File: config.mk
export PLATFORM = sky130hd
export DESIGN_NAME = fft_stage_sequencer
export DESIGN_NICKNAME = d
export VERILOG_FILES = /design/src/rtl/fft_stage_sequencer.sv
export SDC_FILE = /design/constraint.sdc
export NUM_CORES = 1
export LEC_CHECK = 0
export BUFFER_PORTS_ARGS = -buffer_cell sky130_fd_sc_hd__buf_2
export CORE_UTILIZATION = 40
export CTS_CLUSTER_SIZE = 14
export DETAILED_ROUTE_END_ITERATION = 7
export PLACE_DENSITY = 0.68
export SYNTH_ARGS = -nofsm -noshare
export SYNTH_HDL_FRONTEND = slang
export SYNTH_SLANG_ARGS = --single-unit
File: constraint.sdc
create_clock -name clk_i -period 4.34 [get_ports clk_i]
set_clock_uncertainty 0.05 [all_clocks]
set_input_delay 0.434 -clock clk_i [delete_from_list [all_inputs] [get_ports clk_i]]
set_output_delay 0.434 -clock clk_i [all_outputs]
set_load 0.01 [all_outputs]
File: src/rtl/fft_stage_sequencer.sv
// Radix-2 DIT butterfly scheduler for the in-place FFT datapath.
// Issues per-stage address pairs and twiddles, drains write-backs between stages.
module fft_stage_sequencer #(
    parameter int FFT_MAX_LENGTH_LOG2 = 12,
    parameter int MAX_OUTSTANDING     = 8
) (
    input  logic                             clk_i,
    input  logic                             reset_n_i,
    input  logic                             start_i,
    input  logic                             abort_i,
    input  logic [3:0]                       length_log2_i,
    output logic                             busy_o,
    output logic                             done_o,
    output logic                             error_o,
    output logic                             bf_valid_o,
    input  logic                             bf_ready_i,
    output logic [FFT_MAX_LENGTH_LOG2-1:0]   bf_addr_a_o,
    output logic [FFT_MAX_LENGTH_LOG2-1:0]   bf_addr_b_o,
    output logic [FFT_MAX_LENGTH_LOG2-2:0]   bf_twiddle_o,
    output logic [3:0]                       bf_stage_o,
    output logic                             bf_last_o,
    input  logic                             wb_done_i
);

    localparam int         AW      = FFT_MAX_LENGTH_LOG2;
    localparam int         KW      = AW - 1;
    localparam logic [3:0] MAX_LEN = 4'(AW);
    localparam logic [3:0] TW_SH   = 4'(AW - 1);
    localparam logic [3:0] MAX_OUT = 4'(MAX_OUTSTANDING);

    typedef enum logic [1:0] {
        IDLE,
        ISSUE,
        DRAIN,
        DONE
    } state_t;

    state_t        state_q;
    logic [3:0]    len_q;
    logic [3:0]    stage_q;
    logic [3:0]    outst_q;
    logic [KW-1:0] k_q;
    logic          done_q;
    logic          error_q;

    logic [AW-1:0] half;
    logic [AW-1:0] k_ext;
    logic [AW-1:0] pos;
    logic [AW-1:0] group;
    logic [AW-1:0] addr_a;
    logic [AW-1:0] addr_b;
    logic [KW-1:0] twiddle;
    logic [KW-1:0] k_last;
    logic          in_issue;
    logic          can_issue;
    logic          accept;
    logic          wb_dec;
    logic          len_ok;
    logic          k_is_last;
    logic          stage_last;

    // Butterfly geometry from the registered stage/butterfly counters.
    always_comb begin
        half    = AW'(1) << stage_q;
        k_ext   = AW'(k_q);
        pos     = k_ext & (half - AW'(1));
        group   = k_ext >> stage_q;
        addr_a  = ((group << stage_q) << 1) | pos;
        addr_b  = addr_a + half;
        twiddle = KW'(pos << (TW_SH - stage_q));
        k_last  = KW'((AW'(1) << (len_q - 4'd1)) - AW'(1));
    end

    // Handshake and bookkeeping conditions.
    always_comb begin
        in_issue   = (state_q == ISSUE);
        can_issue  = in_issue && (outst_q < MAX_OUT);
        accept     = can_issue && bf_ready_i;
        wb_dec     = wb_done_i && (outst_q != 4'd0);
        len_ok     = (length_log2_i != 4'd0) &&
                     (length_log2_i <= MAX_LEN);
        k_is_last  = (k_q == k_last);
        stage_last = (stage_q == (len_q - 4'd1));
    end

    // Outputs: request fields are zeroed outside ISSUE.
    always_comb begin
        busy_o       = (state_q != IDLE);
        done_o       = done_q;
        error_o      = error_q;
        bf_valid_o   = can_issue;
        bf_addr_a_o  = in_issue ? addr_a : '0;
        bf_addr_b_o  = in_issue ? addr_b : '0;
        bf_twiddle_o = in_issue ? twiddle : '0;
        bf_stage_o   = stage_q;
        bf_last_o    = in_issue && stage_last && k_is_last;
    end

    // Sequencer FSM with outstanding-count tracking; abort overrides all.
    always_ff @(posedge clk_i or negedge reset_n_i) begin
        if (!reset_n_i) begin
            state_q <= IDLE;
            len_q   <= 4'd0;
            stage_q <= 4'd0;
            k_q     <= '0;
            outst_q <= 4'd0;
            done_q  <= 1'b0;
            error_q <= 1'b0;
        end else begin
            done_q  <= 1'b0;
            error_q <= 1'b0;
            if (abort_i) begin
                state_q <= IDLE;
                stage_q <= 4'd0;
                k_q     <= '0;
                outst_q <= 4'd0;
            end else begin
                unique case ({accept, wb_dec})
                    2'b10:   outst_q <= outst_q + 4'd1;
                    2'b01:   outst_q <= outst_q - 4'd1;
                    default: outst_q <= outst_q;
                endcase
                unique case (state_q)
                    IDLE: begin
                        if (start_i) begin
                            if (len_ok) begin
                                len_q   <= length_log2_i;
                                stage_q <= 4'd0;
                                k_q     <= '0;
                                state_q <= ISSUE;
                            end else begin
                                error_q <= 1'b1;
                            end
                        end
                    end
                    ISSUE: begin
                        if (accept) begin
                            if (k_is_last) begin
                                state_q <= DRAIN;
                            end else begin
                                k_q <= k_q + KW'(1);
                            end
                        end
                    end
                    DRAIN: begin
                        if (outst_q == 4'd0) begin
                            if (stage_last) begin
                                state_q <= DONE;
                                done_q  <= 1'b1;
                            end else begin
                                stage_q <= stage_q + 4'd1;
                                k_q     <= '0;
                                state_q <= ISSUE;
                            end
                        end
                    end
                    DONE: begin
                        stage_q <= 4'd0;
                        k_q     <= '0;
                        state_q <= IDLE;
                    end
                endcase
            end
        end
    end

endmodule
==> flow_summary.json <==
{
  "syn_avg_cell_area_um2": 7.395,
  "nets": 691,
  "hold_class": "input port to async pin",
  "cts_buffers": 3,
  "finalSetupViolations": 0,
  "numPortBuffers": 53,
  "startpoint_type": "flop",
  "maxCapViolations": 0,
  "yosys_warnings": 0,
  "drtAntennaViolNets": 0,
  "boundaryPins": 54,
  "pwr_density_cell_mw_per_mm2": 435.5,
  "dpl.hpwl_mm": 9.913,
  "drive_above_1_share_pct": 30.52,
  "tritoncts": "yes",
  "seq_area_frac_synth_pct": 15.75,
  "hold_viol": 0,
  "post-route-min-period_ps": 4151,
  "die_width_um": 105.6,
  "synth_enable_flop_cells": 0,
  "fmax_ghz": 0.2409,
  "ys.flop_type": "dfrtp_1",
  "async_reset_ff_share_pct": 100.0,
  "core-area_mm2": 0.01037,
  "drt_iter0_drc": 260,
  "worstMarginPinSlew_ps": 627.1,
  "power.leakage_nw": 2.384,
  "vdd_drop_max_v": 0.0003295,
  "hold_buffers": 0,
  "endpoint_kind": "output pin",
  "status": "finished, final reports clean",
  "grt_pass1_vias": 4365,
  "drc": 0,
  "grt_first_pass_wirelength_mm": 21.12,
  "clk_pin_slew_ps": 90,
  "maxSlewHeadroom_pct": 58.20,
  "dr.pass1.iters": 4,
  "crit_required_ps": 3860,
  "wirelength_mm": 12.77,
  "ff_latch_area_um2": 680.7,
  "syn_nets": 618,
  "synth_area_mm2": 0.004289,
  "clock-sinks": 27,
  "placedCellCount": 771,
  "routabilityCongestion": 0.9265,
  "nFillCells": 1037,
  "num_rows": 37,
  "route.vias.total": 4574,
  "cp_max_fo": 9,
  "final.setup.tns_ps": 0,
  "die-height_um": 105.6,
  "clock_latency_ps": 270,
  "p_total_mw": 2.236,
  "grt_max_degree": 28,
  "drv_slew": 0,
  "die-area_mm2": 0.01114,
  "grt_overflow": 0,
  "htree_num_levels": 1,
  "routedWlPerCell_um": 16.21,
  "crit_type": "flop to output pin",
  "synth.distinct_cells": 90,
  "initial_core_util_pct": 41.36,
  "gr-usage-all-layers_pct": 22.94,
  "root_buffer": "clkbuf_8",
  "multi_input_area_mm2": 0.003417,
  "fin_crit_sh_pct": 95.64,
  "cp_data_arrival_time_ps": 3670,
  "antenna_found_initial": 0,
  "num_antenna_cells": 0,
  "syn_inst": 580,
  "clock_tree.buffer_depth": 2,
  "routed_via_density": 5.805,
  "ys_seq_elements": 27,
  "area_growth_pct": 19.69,
  "fin_util_pct": 49.51,
  "final_cells": 788
}
[power by group]
group	total, mW	internal, mW	switching, mW
clock	0.143	0.0657	0.0770
combinational	1.71	0.717	0.995
sequential	0.381	0.301	0.0802
[sequential cells by signal, indices dropped and copies added, names as in the netlist]
name / cells
outst_q: 4
k_q: 11
done_o: 1
bf_stage_o: 4
error_o: 1
len_q: 4
state_q: 2
[kinds of logic (layout without fill, tap and decap cells)]
logic type / after synthesis / in the layout / share of synthesized area (%)
AOI/OAI and AO/OA: 150 / 150 / 24.88
xor gates and xnor gates: 29 / 29 / 5.922
adders and majority gates: 28 / 28 / 8.518
buffers and inverters: 69 / 141 / 7.526
DFF: 27 / 27 / 15.75
muxes: 26 / 26 / 6.884
other: 1 / 1 / 0.08743
and+or+nand+nor: 250 / 250 / 30.43
[placed cells by master (no fill, tap or decap), types with 8 or more instances in the layout]
cell / instances
a21oi_1: 27
a21oi_2: 8
and2_1: 19
buf_2: 53
buf_4: 55
dfrtp_1: 23
ha_1: 22
inv_1: 23
mux2_2: 8
mux2i_1: 16
nand2_1: 57
nand3_1: 15
nand4_1: 10
nor2_1: 65
nor3_1: 10
nor4_1: 8
o21ai_0: 22
o21ai_2: 13
or4_1: 8
xnor2_1: 17
xor2_1: 11
[path summary, 6_finish.rpt]
path | from | endpoint | slack [ps] | depth (start not counted)
worst max register to register | len_q[1] | k_q[5] | 690 | 13
worst min-delay path | reset_n_i | state_q[1] | 120 | 1
min in group clk_i | abort_i | outst_q[2] | 370 | 2
worst max-delay path | len_q[1] | bf_last_o | 190 | 14
worst min register to register | outst_q[2] | outst_q[2] | 520 | 2
max in group asynchronous | reset_n_i | bf_stage_o[0] | 3690 | 1
[final cells by class]
| class | instances | share of cell area [%] |
|---|---|---|
| clock buffers | 4 | 0.8774 |
| flip-flops and latches | 27 | 13.26 |
| well taps | 136 | 3.315 |
| repair buffers | 111 | 14.04 |
| multi-input cells | 484 | 66.56 |
| inverters | 26 | 1.950 |
[Yosys cell counts, types with 7 or more instances]
cell	number	area share, %
nor2_1	65	5.7
nand2_1	58	5.1
a21oi_1	33	3.9
o21ai_0	28	3.3
dfrtp_1	27	16
ha_1	26	7.6
inv_1	25	2.2
clkbuf_1	23	2.0
and2_1	19	2.8
xnor2_1	18	3.7
mux2i_1	16	3.7
nand3_1	15	1.8
nor3_1	11	1.3
xor2_1	11	2.2
nand4_1	10	1.5
nor2b_1	10	1.5
and3_1	8	1.2
mux2_2	8	2.1
nor4_1	8	1.2
or4_1	8	1.4
buf_2	7	0.82
o211ai_1	7	1.2
o21ai_2	7	1.4
or2_2	7	1.0
[what timing repair did]
item                                    4_1_cts  5_1_grt
pin swaps                                     3       16
setup buffers                                 2       11
gates cloned                                  0        0
resized for setup                            12       36
endpoints found under the setup margin        4        5
[worst max-delay path, stage by stage (launching register included)]
cell,delay (ps)
dfrtp_2,430
inv_1,110
ha_4,220
o31ai_4,320
nand3_1,120
ha_1,300
inv_1,80
a31oi_1,60
or3_1,390
and2_4,170
or3_1,350
nor3_1,140
nand4_1,280
nor3_2,250
buf_2,160
[per-layer routing]
layer  vias up  track usage, %  share of wire [%]
li1       2237               -                  -
met3        25           1.484                4.2
met4         0           5.060                1.8
met2       135           39.76                 48
met5         -               0                  0
met1      2177           31.26                 46
[stage by stage]
step | hold WS (ps) | instance area (um^2) | setup slack, ps
floorplan | 88.41 | 4294 | 50.48
global placement | 431.3 | 4837 | 130.7
detailed placement | 430.5 | 4837 | 77.07
CTS | 133.4 | 4928 | 4.767
global route | 161.2 | 5134 | -36.79
finish | 115.4 | 5134 | 189.2
(Power assumes the default switching activity.)
